## config.mk

```make
export PLATFORM = sky130hd
export DESIGN_NAME = mem_arbiter
export DESIGN_NICKNAME = d
export VERILOG_FILES = /design/src/rtl/cpu_types_pkg.sv /design/src/rtl/mem_arb_timer.sv /design/src/rtl/mem_arbiter.sv
export SDC_FILE = /design/constraint.sdc
export NUM_CORES = 1
export LEC_CHECK = 0
export ABC_AREA = 0
export CORE_MARGIN = 10
export CORE_UTILIZATION = 24
export DETAILED_ROUTE_END_ITERATION = 6
export PLACE_DENSITY_LB_ADDON = 0.3
export SYNTH_ARGS = -nofsm -noshare
export SYNTH_HDL_FRONTEND = slang
export SYNTH_SLANG_ARGS = --single-unit
```

## constraint.sdc

```tcl
create_clock -name CLK -period 2 [get_ports CLK]
set_input_delay 0.6 -clock CLK [delete_from_list [all_inputs] [get_ports CLK]]
set_output_delay 0.6 -clock CLK [all_outputs]
set_load 0.05 [all_outputs]
```

## src/rtl/cpu_types_pkg.sv

```systemverilog
// Shared types for the cache/memory-side datapath: data word, RAM status
// encoding and the memory arbiter state encoding.
package cpu_types_pkg;

  localparam int unsigned WORD_W     = 32;
  localparam int unsigned FAIR_CNT_W = 2;

  // Number of consecutive data grants tolerated while an ifetch waits.
  localparam logic [FAIR_CNT_W-1:0] FAIR_LIMIT = FAIR_CNT_W'(3);

  typedef logic [WORD_W-1:0] word_t;

  typedef enum logic [1:0] {
    FREE   = 2'd0,
    BUSY   = 2'd1,
    ACCESS = 2'd2,
    ERROR  = 2'd3
  } ramstate_t;

  typedef enum logic [1:0] {
    IDLE  = 2'd0,
    D_ACC = 2'd1,
    I_ACC = 2'd2
  } arb_state_t;

endpackage

```

## src/rtl/mem_arb_timer.sv

```systemverilog
// Access timeout counter: counts owning cycles, clears while the arbiter idles,
// and flags the last permitted cycle of an unresolved access.
module mem_arb_timer #(
  parameter int unsigned TIMEOUT_CYC = 64
) (
  input  logic clk,
  input  logic rst_n,
  input  logic clr,
  input  logic en,
  output logic expired
);

  localparam int unsigned CNT_W = (TIMEOUT_CYC > 1) ? $clog2(TIMEOUT_CYC) : 1;
  localparam logic [CNT_W-1:0] LAST = CNT_W'(TIMEOUT_CYC - 1);

  logic [CNT_W-1:0] cnt;

  // Cycle counter; saturates at the last permitted cycle.
  always_ff @(posedge clk or negedge rst_n) begin
    if (!rst_n) begin
      cnt <= '0;
    end else if (clr) begin
      cnt <= '0;
    end else if (en && (cnt != LAST)) begin
      cnt <= cnt + CNT_W'(1);
    end
  end

  assign expired = en && (cnt == LAST);

endmodule

```

## src/rtl/mem_arbiter.sv

```systemverilog
// Memory-side arbiter between the icache and dcache request ports onto a
// single-ported RAM. Data requests win over instruction requests; a grant is
// held until the RAM completes, errors, times out or the owner withdraws.
// Optional macro ARB_FAIR_EN: after three consecutive data grants that left an
// instruction request waiting, the next arbitration goes to the icache.
module mem_arbiter
  import cpu_types_pkg::*;
#(
  parameter int unsigned ADDR_W      = 32,
  parameter int unsigned DATA_W      = 32,
  parameter int unsigned TIMEOUT_CYC = 64
) (
  input  logic              CLK,
  input  logic              nRST,
  input  logic              iREN,
  input  logic [ADDR_W-1:0] iaddr,
  output logic              iwait,
  output logic [DATA_W-1:0] iload,
  input  logic              dREN,
  input  logic              dWEN,
  input  logic [ADDR_W-1:0] daddr,
  input  logic [DATA_W-1:0] dstore,
  output logic              dwait,
  output logic [DATA_W-1:0] dload,
  output logic              ramREN,
  output logic              ramWEN,
  output logic [ADDR_W-1:0] ramaddr,
  output logic [DATA_W-1:0] ramstore,
  input  logic [DATA_W-1:0] ramload,
  input  logic [1:0]        ramstate,
  output logic              arb_err
);

  arb_state_t state;
  arb_state_t state_next;
  ramstate_t  rs;
  logic       d_req;
  logic       err_set;
  logic       timer_expired;
  logic       fair_force_i;

  assign rs    = ramstate_t'(ramstate);
  assign d_req = dREN | dWEN;

  // Load data is a straight pass-through; qualified by the wait signals.
  assign iload = ramload;
  assign dload = ramload;

  mem_arb_timer #(
    .TIMEOUT_CYC (TIMEOUT_CYC)
  ) u_timer (
    .clk     (CLK),
    .rst_n   (nRST),
    .clr     (state == IDLE),
    .en      (state != IDLE),
    .expired (timer_expired)
  );

`ifdef ARB_FAIR_EN
  logic [FAIR_CNT_W-1:0] fair_cnt;

  assign fair_force_i = iREN && (fair_cnt == FAIR_LIMIT);

  // Count consecutive data grants that left an instruction request waiting.
  always_ff @(posedge CLK or negedge nRST) begin
    if (!nRST) begin
      fair_cnt <= '0;
    end else if ((state == IDLE) && (state_next == I_ACC)) begin
      fair_cnt <= '0;
    end else if ((state == IDLE) && (state_next == D_ACC)) begin
      if (!iREN) begin
        fair_cnt <= '0;
      end else if (fair_cnt != FAIR_LIMIT) begin
        fair_cnt <= fair_cnt + FAIR_CNT_W'(1);
      end
    end
  end
`else
  assign fair_force_i = 1'b0;
`endif

  // Grant state register.
  always_ff @(posedge CLK or negedge nRST) begin
    if (!nRST) begin
      state <= IDLE;
    end else begin
      state <= state_next;
    end
  end

  // Sticky error flag: RAM error or access timeout.
  always_ff @(posedge CLK or negedge nRST) begin
    if (!nRST) begin
      arb_err <= 1'b0;
    end else if (err_set) begin
      arb_err <= 1'b1;
    end
  end

  // Arbitration, RAM strobes and completion signalling.
  always_comb begin
    state_next = state;
    iwait      = 1'b1;
    dwait      = 1'b1;
    ramREN     = 1'b0;
    ramWEN     = 1'b0;
    ramaddr    = '0;
    ramstore   = '0;
    err_set    = 1'b0;
    case (state)
      IDLE: begin
        if (d_req && !fair_force_i) begin
          state_next = D_ACC;
        end else if (iREN) begin
          state_next = I_ACC;
        end
      end
      D_ACC: begin
        ramaddr  = daddr;
        ramstore = dstore;
        if (!d_req) begin
          state_next = IDLE;
        end else begin
          ramWEN = dWEN;
          ramREN = ~dWEN;
          if (rs == ACCESS) begin
            dwait      = 1'b0;
            state_next = IDLE;
          end else if ((rs == ERROR) || timer_expired) begin
            err_set    = 1'b1;
            state_next = IDLE;
          end
        end
      end
      I_ACC: begin
        ramaddr = iaddr;
        if (!iREN) begin
          state_next = IDLE;
        end else begin
          ramREN = 1'b1;
          if (rs == ACCESS) begin
            iwait      = 1'b0;
            state_next = IDLE;
          end else if ((rs == ERROR) || timer_expired) begin
            err_set    = 1'b1;
            state_next = IDLE;
          end
        end
      end
      default: begin
        state_next = IDLE;
      end
    endcase
  end

endmodule

```

==> flow_results.xml, run 1 <==
<?xml version="1.0" encoding="UTF-8"?>
<metrics>
  <group name="routing">
    <metric name="wl_met2" unit="microns">5730</metric>
    <metric name="detailedRoute.firstIterationViolations" unit="">75</metric>
    <metric name="drc" unit="">0</metric>
    <metric name="route.antenna.remaining_nets" unit="">0</metric>
    <metric name="via_per_inst" unit="">4.49</metric>
    <metric name="route.vias.total" unit="">2022</metric>
    <metric name="highest_layer" unit="">met4</metric>
    <metric name="met3_wirelength" unit="microns">878</metric>
    <metric name="route.layer.met1.wl" unit="microns">3160</metric>
    <metric name="drt_first_pass_iters" unit="">4</metric>
    <metric name="route.final.wire_length" unit="microns">9780</metric>
    <metric name="drt-wirelength-per-cell" unit="microns">21.7</metric>
  </group>
  <group name="layout">
    <metric name="area_growth" unit="%">149</metric>
    <metric name="diodes" unit="">0</metric>
    <metric name="mostFrequentLayoutCells" unit="">sky130_fd_sc_hd__clkdlybuf4s50_1 (97), sky130_fd_sc_hd__buf_12 (72), sky130_fd_sc_hd__nor2b_4 (31), sky130_fd_sc_hd__and2_4 (31), sky130_fd_sc_hd__a22oi_1 (19)</metric>
    <metric name="multi_input_comb_area" unit="sq mm">0.00141</metric>
    <metric name="num-nets-final" unit="">492</metric>
    <metric name="sequential_cell_area" unit="sq um">225</metric>
    <metric name="ratio_of_cells_with_drive_above_1_in_the_final_layout" unit="%">52.1</metric>
    <metric name="num-fill-cells" unit="">583</metric>
    <metric name="final_common_cell" unit="">sky130_fd_sc_hd__clkdlybuf4s50_1</metric>
  </group>
  <group name="floorplanning">
    <metric name="boundaryPins" unit="">268</metric>
    <metric name="core_region_area" unit="sq mm">0.00725</metric>
    <metric name="die_y" unit="microns">106</metric>
    <metric name="die_width" unit="microns">106</metric>
    <metric name="start_util" unit="%">24.6</metric>
    <metric name="fp-row-count" unit="">31</metric>
    <metric name="fp.dieArea" unit="sq mm">0.0113</metric>
  </group>
  <group name="clock_network">
    <metric name="cts.reportedPaths.clkPinSlew" unit="ps">40</metric>
    <metric name="tritoncts" unit="">built</metric>
    <metric name="htreeDepth" unit="">1</metric>
    <metric name="clk-insertion-delay-late" unit="ps">230</metric>
    <metric name="number_of_buffers_added_by_the_clock_tree_synthesis_step" unit="">3</metric>
    <metric name="clock_sink_count" unit="">9</metric>
    <metric name="clock_tree.root_cell" unit="">sky130_fd_sc_hd__clkbuf_8</metric>
    <metric name="cts-root-to-sink-buffers" unit="">2</metric>
  </group>
  <group name="setup_path">
    <metric name="cp_slowest_stage_delay" unit="ps">390</metric>
    <metric name="worstPathMaxFanout" unit="">34</metric>
    <metric name="start_kind" unit="">flip-flop</metric>
    <metric name="critical_path.endpoint_type" unit="">primary output</metric>
    <metric name="worst_ep_arrival_time" unit="ps">1590</metric>
    <metric name="worst_path_dominant_cell_family" unit="">buffers and inverters</metric>
    <metric name="critical_path.slowest_cell" unit="">sky130_fd_sc_hd__dfrtp_1</metric>
    <metric name="path_class" unit="">reg -&gt; out</metric>
    <metric name="crit_buf_inv" unit="">3</metric>
    <metric name="path_cells" unit="">inv_2 -&gt; ha_1 -&gt; buf_12 -&gt; nor2b_2 -&gt; buf_12</metric>
    <metric name="worstPathRequired" unit="ps">1400</metric>
    <metric name="cell_with_the_most_instances_on_the_worst_path" unit="">sky130_fd_sc_hd__buf_12</metric>
  </group>
  <group name="place">
    <metric name="place.gp.congestion" unit="">0.814</metric>
    <metric name="post-dp-hpwl" unit="microns">8220</metric>
    <metric name="port_buffers" unit="">171</metric>
  </group>
  <group name="synth">
    <metric name="syn_area_per_cell" unit="sq um">7.62</metric>
    <metric name="synthesis.instances" unit="">234</metric>
    <metric name="synth-seq-cells" unit="">9</metric>
    <metric name="postSynth.asyncResetShare" unit="%">100</metric>
    <metric name="synth_nets" unit="">374</metric>
    <metric name="synth_edf_count" unit="">0</metric>
    <metric name="synth_ff_type" unit="">sky130_fd_sc_hd__dfrtp_1</metric>
    <metric name="synth-seq-area-share" unit="%">12.6</metric>
    <metric name="syn-cell-area" unit="sq mm">0.00178</metric>
    <metric name="post_synth_num_cell_types" unit="">36</metric>
    <metric name="yosysWarningCount" unit="">0</metric>
  </group>
  <group name="sta">
    <metric name="max_freq" unit="MHz">456</metric>
    <metric name="worstMarginPinSlew" unit="ps">383</metric>
    <metric name="worst_slack" unit="ps">-192</metric>
    <metric name="timing.final.setup_violations" unit="">65</metric>
    <metric name="max-slew-margin-rel" unit="%">74.4</metric>
    <metric name="final_period_minus_worst_setup_slack" unit="ps">2190</metric>
    <metric name="worst_clock_skew_on_the_final_layout" unit="ps">1.21</metric>
    <metric name="report.final.hold_viol_count" unit="">0</metric>
    <metric name="maxSlewViolCount" unit="">0</metric>
    <metric name="final.hold.worst_slack" unit="ps">519</metric>
    <metric name="setup-tns-final" unit="ps">-8200</metric>
    <metric name="timing.final.crit_share" unit="%">110</metric>
    <metric name="rsz_0062_raised_after_global_routing" unit="">true</metric>
  </group>
  <group name="global_routing">
    <metric name="grt_start_max_net_pins" unit="">37</metric>
    <metric name="grtUsageTotal" unit="%">15.5</metric>
    <metric name="grt_pass1_vias" unit="">2049</metric>
    <metric name="initial_antenna_violation_count" unit="">0</metric>
    <metric name="grt.overflow.total" unit="">0</metric>
    <metric name="grt_pass1_wl" unit="microns">13800</metric>
  </group>
  <group name="pwr">
    <metric name="total_leakage_power" unit="nW">1.80</metric>
    <metric name="pwr_density_cell" unit="mW/mm^2">1350</metric>
    <metric name="power_total" unit="mW">6.00</metric>
    <metric name="vdd.ir_drop.worst" unit="mV">0.737</metric>
  </group>
  <group name="status">
    <metric name="failed_checks" unit="">negative setup slack</metric>
    <metric name="status" unit="">finished, violations left</metric>
  </group>
  <group name="run">
    <metric name="timing.max_cap.violations" unit="">0</metric>
  </group>
  <group name="worst_hold_path">
    <metric name="hold_path.class" unit="">reg -&gt; reg</metric>
  </group>
</metrics>
==> Yosys cell counts, types with 3 or more instances <==
cell type	count	area share, %
sky130_fd_sc_hd__a21oi_1	3	0.84
sky130_fd_sc_hd__buf_4	64	27
sky130_fd_sc_hd__nor2_1	3	0.63
sky130_fd_sc_hd__a22oi_1	32	13
sky130_fd_sc_hd__and2_1	34	12
sky130_fd_sc_hd__buf_2	5	1.4
sky130_fd_sc_hd__dfrtp_1	9	13
sky130_fd_sc_hd__nor2b_1	35	12
sky130_fd_sc_hd__ha_1	5	3.5
sky130_fd_sc_hd__o21ai_0	4	1.1
sky130_fd_sc_hd__clkbuf_1	7	1.5
==> timing repair <==
action | 4_1_cts | 5_1_grt
endpoints found under the setup margin | 68 | 68
hold buffers | 0 | 0
setup buffers | 1 | 3
gates cloned | 1 | 1
pin swaps | 1 | 2
resized for setup | 52 | 14
==> final cells by class <==
type / instances / area share [%]
sequential: 9 / 5.08
tap: 99 / 2.79
timing repair buffer: 192 / 59.3
multi-input combinational: 144 / 31.7
clock buffer: 4 / 1.02
inverter: 2 / 0.169
==> final timing paths <==
kind / slack [ps] / startpoint / endpoint / depth (start not counted)
min: 520 / u_timer.cnt[4] / u_timer.cnt[4] / 1
max in group asynchronous: 1060 / nRST / u_timer.cnt[3] / 1
max: -190 / state[1] / ramaddr[17] / 5
min reg2reg: 520 / u_timer.cnt[4] / u_timer.cnt[4] / 1
max reg2reg: 410 / state[0] / state[0] / 6
min in group asynchronous: 660 / nRST / state[0] / 1
==> through the flow <==
step,instances,cell area (sq um),setup WS (ps),util (%)
global route,450,4430,-262,61.1
floorplan,234,2050,-95.0,-
finish,450,4430,-192,61.1
global placement,440,4160,-240,57.4
CTS,446,4340,-193,59.8
detailed placement,440,4160,-256,57.4
==> metal layers <==
| layer | global-route usage, % | vias to the layer above |
|---|---|---|
| met5 | 0 | - |
| met3 | 5.50 | 2 |
| met1 | 15.1 | 958 |
| met2 | 31.7 | 101 |
| met4 | 0.677 | 0 |
| li1 | - | 961 |
==> power breakdown <==
part	switching (mW)	total [mW]	internal, mW
clock network	0.0623	0.200	0.138
registers	0.0377	0.265	0.227
logic	2.70	5.53	2.83
total	2.80	6.00	3.19
==> logic make-up after synthesis <==
group / synth area share, %
and+or+nand+nor: 30.5
buffers and inverters: 30.9
AOI/OAI and AO/OA: 19.2
DFF: 12.6
adders and majority gates: 3.51
muxes: 2.24
xor gates and xnor gates: 0.982
==> sequential cells by signal, indices dropped and copies added (netlist names) <==
name	cells
arb_err	1
state	2
u_timer.cnt	6
(Power assumes the default switching activity.)
==> run 2: changes to the inputs <==
SYNTH_HIERARCHICAL = 1   (was not set)
==> flow_results.xml, run 2 <==
<?xml version="1.0" encoding="UTF-8"?>
<metrics>
  <group name="global_routing">
    <metric name="grt_pass1_vias" unit="">2372</metric>
    <metric name="grt_pass1_wl" unit="microns">17200</metric>
    <metric name="initial_antenna_violation_count" unit="">1</metric>
    <metric name="grt_start_max_net_pins" unit="">24</metric>
    <metric name="grtUsageTotal" unit="%">19.6</metric>
    <metric name="grt.overflow.total" unit="">0</metric>
  </group>
  <group name="pwr">
    <metric name="power_total" unit="mW">6.49</metric>
    <metric name="total_leakage_power" unit="nW">1.89</metric>
    <metric name="vdd.ir_drop.worst" unit="mV">0.597</metric>
    <metric name="pwr_density_cell" unit="mW/mm^2">1340</metric>
  </group>
  <group name="synth">
    <metric name="leading_cell_type_by_number_of_instances_after_synthesis" unit="">sky130_fd_sc_hd__buf_4</metric>
    <metric name="postSynth.asyncResetShare" unit="%">100</metric>
    <metric name="post_synth_num_cell_types" unit="">37</metric>
    <metric name="syn-cell-area" unit="sq mm">0.00182</metric>
    <metric name="synth-seq-area-share" unit="%">12.3</metric>
    <metric name="synth_edf_count" unit="">0</metric>
    <metric name="synth.top_cell.area_share" unit="%">26.3</metric>
    <metric name="synth.cells.most_frequent" unit="">sky130_fd_sc_hd__buf_4 (64), sky130_fd_sc_hd__nor2b_1 (34), sky130_fd_sc_hd__and2_1 (33), sky130_fd_sc_hd__a22oi_1 (32)</metric>
    <metric name="synth_nets" unit="">385</metric>
    <metric name="yosys-top-cells-area" unit="">sky130_fd_sc_hd__buf_4 (26%), sky130_fd_sc_hd__a22oi_1 (13%), sky130_fd_sc_hd__dfrtp_1 (12%)</metric>
    <metric name="synthesis.instances" unit="">245</metric>
    <metric name="syn_area_per_cell" unit="sq um">7.45</metric>
    <metric name="synth-seq-cells" unit="">9</metric>
    <metric name="synth.largest_area_cell" unit="">sky130_fd_sc_hd__buf_4</metric>
    <metric name="yosysWarningCount" unit="">6</metric>
    <metric name="synth_ff_type" unit="">sky130_fd_sc_hd__dfrtp_1</metric>
  </group>
  <group name="setup_path">
    <metric name="worst_ep_arrival_time" unit="ps">1670</metric>
    <metric name="start_kind" unit="">flip-flop</metric>
    <metric name="critical_path.endpoint_type" unit="">primary output</metric>
    <metric name="path_class" unit="">reg -&gt; out</metric>
    <metric name="worstPathMaxFanout" unit="">5</metric>
    <metric name="worstPathRequired" unit="ps">1400</metric>
  </group>
  <group name="status">
    <metric name="status" unit="">finished, violations left</metric>
    <metric name="failed_checks" unit="">negative setup slack</metric>
  </group>
  <group name="routing">
    <metric name="route.final.wire_length" unit="microns">12000</metric>
    <metric name="drt-wirelength-per-cell" unit="microns">25.3</metric>
    <metric name="route.antenna.remaining_nets" unit="">0</metric>
    <metric name="via_per_inst" unit="">4.80</metric>
    <metric name="route.vias.total" unit="">2264</metric>
    <metric name="drt_first_pass_iters" unit="">4</metric>
    <metric name="detailedRoute.firstIterationViolations" unit="">78</metric>
    <metric name="drc" unit="">0</metric>
  </group>
  <group name="sta">
    <metric name="worst_slack" unit="ps">-266</metric>
    <metric name="worst_clock_skew_on_the_final_layout" unit="ps">0.748</metric>
    <metric name="report.final.hold_viol_count" unit="">0</metric>
    <metric name="timing.final.crit_share" unit="%">113</metric>
    <metric name="max_freq" unit="MHz">441</metric>
    <metric name="rsz_0062_raised_after_global_routing" unit="">true</metric>
    <metric name="worstMarginPinSlew" unit="ps">402</metric>
    <metric name="max-slew-margin-rel" unit="%">73.1</metric>
    <metric name="timing.final.setup_violations" unit="">68</metric>
    <metric name="maxSlewViolCount" unit="">0</metric>
    <metric name="final_period_minus_worst_setup_slack" unit="ps">2270</metric>
  </group>
  <group name="layout">
    <metric name="final_common_cell" unit="">sky130_fd_sc_hd__clkdlybuf4s50_1</metric>
    <metric name="area_growth" unit="%">165</metric>
    <metric name="num-nets-final" unit="">513</metric>
    <metric name="num-fill-cells" unit="">473</metric>
    <metric name="finalInstanceArea" unit="sq mm">0.00484</metric>
    <metric name="biggestRegsByFlops" unit="">u_timer/cnt: 6 flops, state: 2 flops, arb_err: 1 flops</metric>
    <metric name="largest_register" unit="">u_timer/cnt</metric>
    <metric name="largest_reg_flops" unit="">6</metric>
    <metric name="mostFrequentLayoutCells" unit="">sky130_fd_sc_hd__clkdlybuf4s50_1 (98), sky130_fd_sc_hd__buf_12 (74), sky130_fd_sc_hd__nor2b_4 (32)</metric>
    <metric name="ratio_of_cells_with_drive_above_1_in_the_final_layout" unit="%">58.1</metric>
  </group>
  <group name="place">
    <metric name="post-dp-hpwl" unit="microns">8820</metric>
    <metric name="detailed_place.area" unit="sq mm">0.00421</metric>
    <metric name="place.gp.congestion" unit="">0.828</metric>
    <metric name="port_buffers" unit="">171</metric>
  </group>
  <group name="floorplanning">
    <metric name="fp.dieArea" unit="sq mm">0.0115</metric>
    <metric name="fp-row-count" unit="">31</metric>
    <metric name="boundaryPins" unit="">268</metric>
    <metric name="start_util" unit="%">24.9</metric>
    <metric name="core_region_area" unit="sq mm">0.00733</metric>
    <metric name="die_width" unit="microns">107</metric>
    <metric name="die_y" unit="microns">107</metric>
  </group>
  <group name="clock_network">
    <metric name="number_of_buffers_added_by_the_clock_tree_synthesis_step" unit="">3</metric>
    <metric name="htreeDepth" unit="">1</metric>
    <metric name="cts-root-to-sink-buffers" unit="">2</metric>
    <metric name="holdBufCountCts" unit="">0</metric>
    <metric name="clk-insertion-delay-late" unit="ps">230</metric>
    <metric name="tritoncts" unit="">built</metric>
    <metric name="clock_sink_count" unit="">9</metric>
    <metric name="cts.reportedPaths.clkPinSlew" unit="ps">50</metric>
    <metric name="clock_tree.root_cell" unit="">sky130_fd_sc_hd__clkbuf_8</metric>
  </group>
  <group name="worst_hold_path">
    <metric name="hold_path.class" unit="">reg -&gt; reg</metric>
  </group>
  <group name="run">
    <metric name="timing.max_cap.violations" unit="">0</metric>
  </group>
</metrics>
[run 2: final timing paths]
| path | start | endpoint | slack, ps | cells after the start |
|---|---|---|---|---|
| max in group asynchronous | nRST | state[1] | 1030 | 1 |
| max reg2reg | state[0] | state[0] | 230 | 7 |
| min in group asynchronous | nRST | u_timer/cnt[5] | 660 | 1 |
| min reg2reg | arb_err | arb_err | 470 | 1 |
| min | arb_err | arb_err | 470 | 1 |
| max | state[0] | ramaddr[10] | -270 | 7 |
[run 2: stage by stage]
| step | worst slack (ps) | cells | hold WS [ps] | utilization [%] | setup TNS (ps) |
|---|---|---|---|---|---|
| after floorplan | -116 | 245 | 304 | - | -135 |
| after global placement | -218 | 451 | 457 | 57.5 | -3680 |
| after detailed placement | -251 | 451 | 461 | 57.5 | -4480 |
| after CTS | -229 | 472 | 472 | 66.2 | -11240 |
| after global routing | -302 | 471 | 487 | 65.9 | -14850 |
| final | -266 | 472 | 468 | 66.0 | -11270 |
[run 2: final cells by class]
class | instances | area [sq um] | share of cell area, %
repair buffers | 203 | 2870 | 59.4
multi-input cells | 150 | 1540 | 31.8
flip-flops and latches | 9 | 228 | 4.71
well taps | 99 | 124 | 2.56
clock buffers | 4 | 45.0 | 0.931
inverters | 6 | 25.0 | 0.517
diodes | 1 | 2.50 | 0.0517
[run 2: what timing repair did]
action / 4_1_cts / 5_1_grt
pin swaps: 10 / 9
endpoints found under the setup margin: 68 / 68
gates resized for setup: 75 / 10
cloned: 8 / 0
buffers inserted: 9 / 2
[run 2: routing by layer]
metal	GRT usage (%)	routed length, microns	vias to the layer above
met5	0	7	-
met4	2.71	148	2
met3	6.65	1140	18
met2	34.6	6160	118
met1	22.7	4490	1093
li1	-	-	1033
[run 2: worst max-delay path: stages (launching register included)]
cell and delay (ps):
sky130_fd_sc_hd__dfrtp_2 430, sky130_fd_sc_hd__inv_4 50, sky130_fd_sc_hd__ha_4 180, sky130_fd_sc_hd__buf_12 140
sky130_fd_sc_hd__buf_16 130, sky130_fd_sc_hd__a22oi_2 260, sky130_fd_sc_hd__nor2b_4 80, sky130_fd_sc_hd__buf_12 150
[run 2: power by group]
part	switching (mW)	leakage, nW	internal (mW)
sequential	0.0563	0.113	0.224
clock	0.0772	0.0228	0.139
combinational	2.93	1.76	3.06
total	3.06	1.89	3.42
[run 2: logic make-up after synthesis]
group	count (synthesis)	share of synthesized area (%)
AO/OA/AOI/OAI	51	21.3
adder cells (fa/ha/maj)	5	3.43
buffers and inverters	86	31.6
multiplexers	1	0.617
AND/OR/NAND/NOR	93	30.7
flip-flops	9	12.3
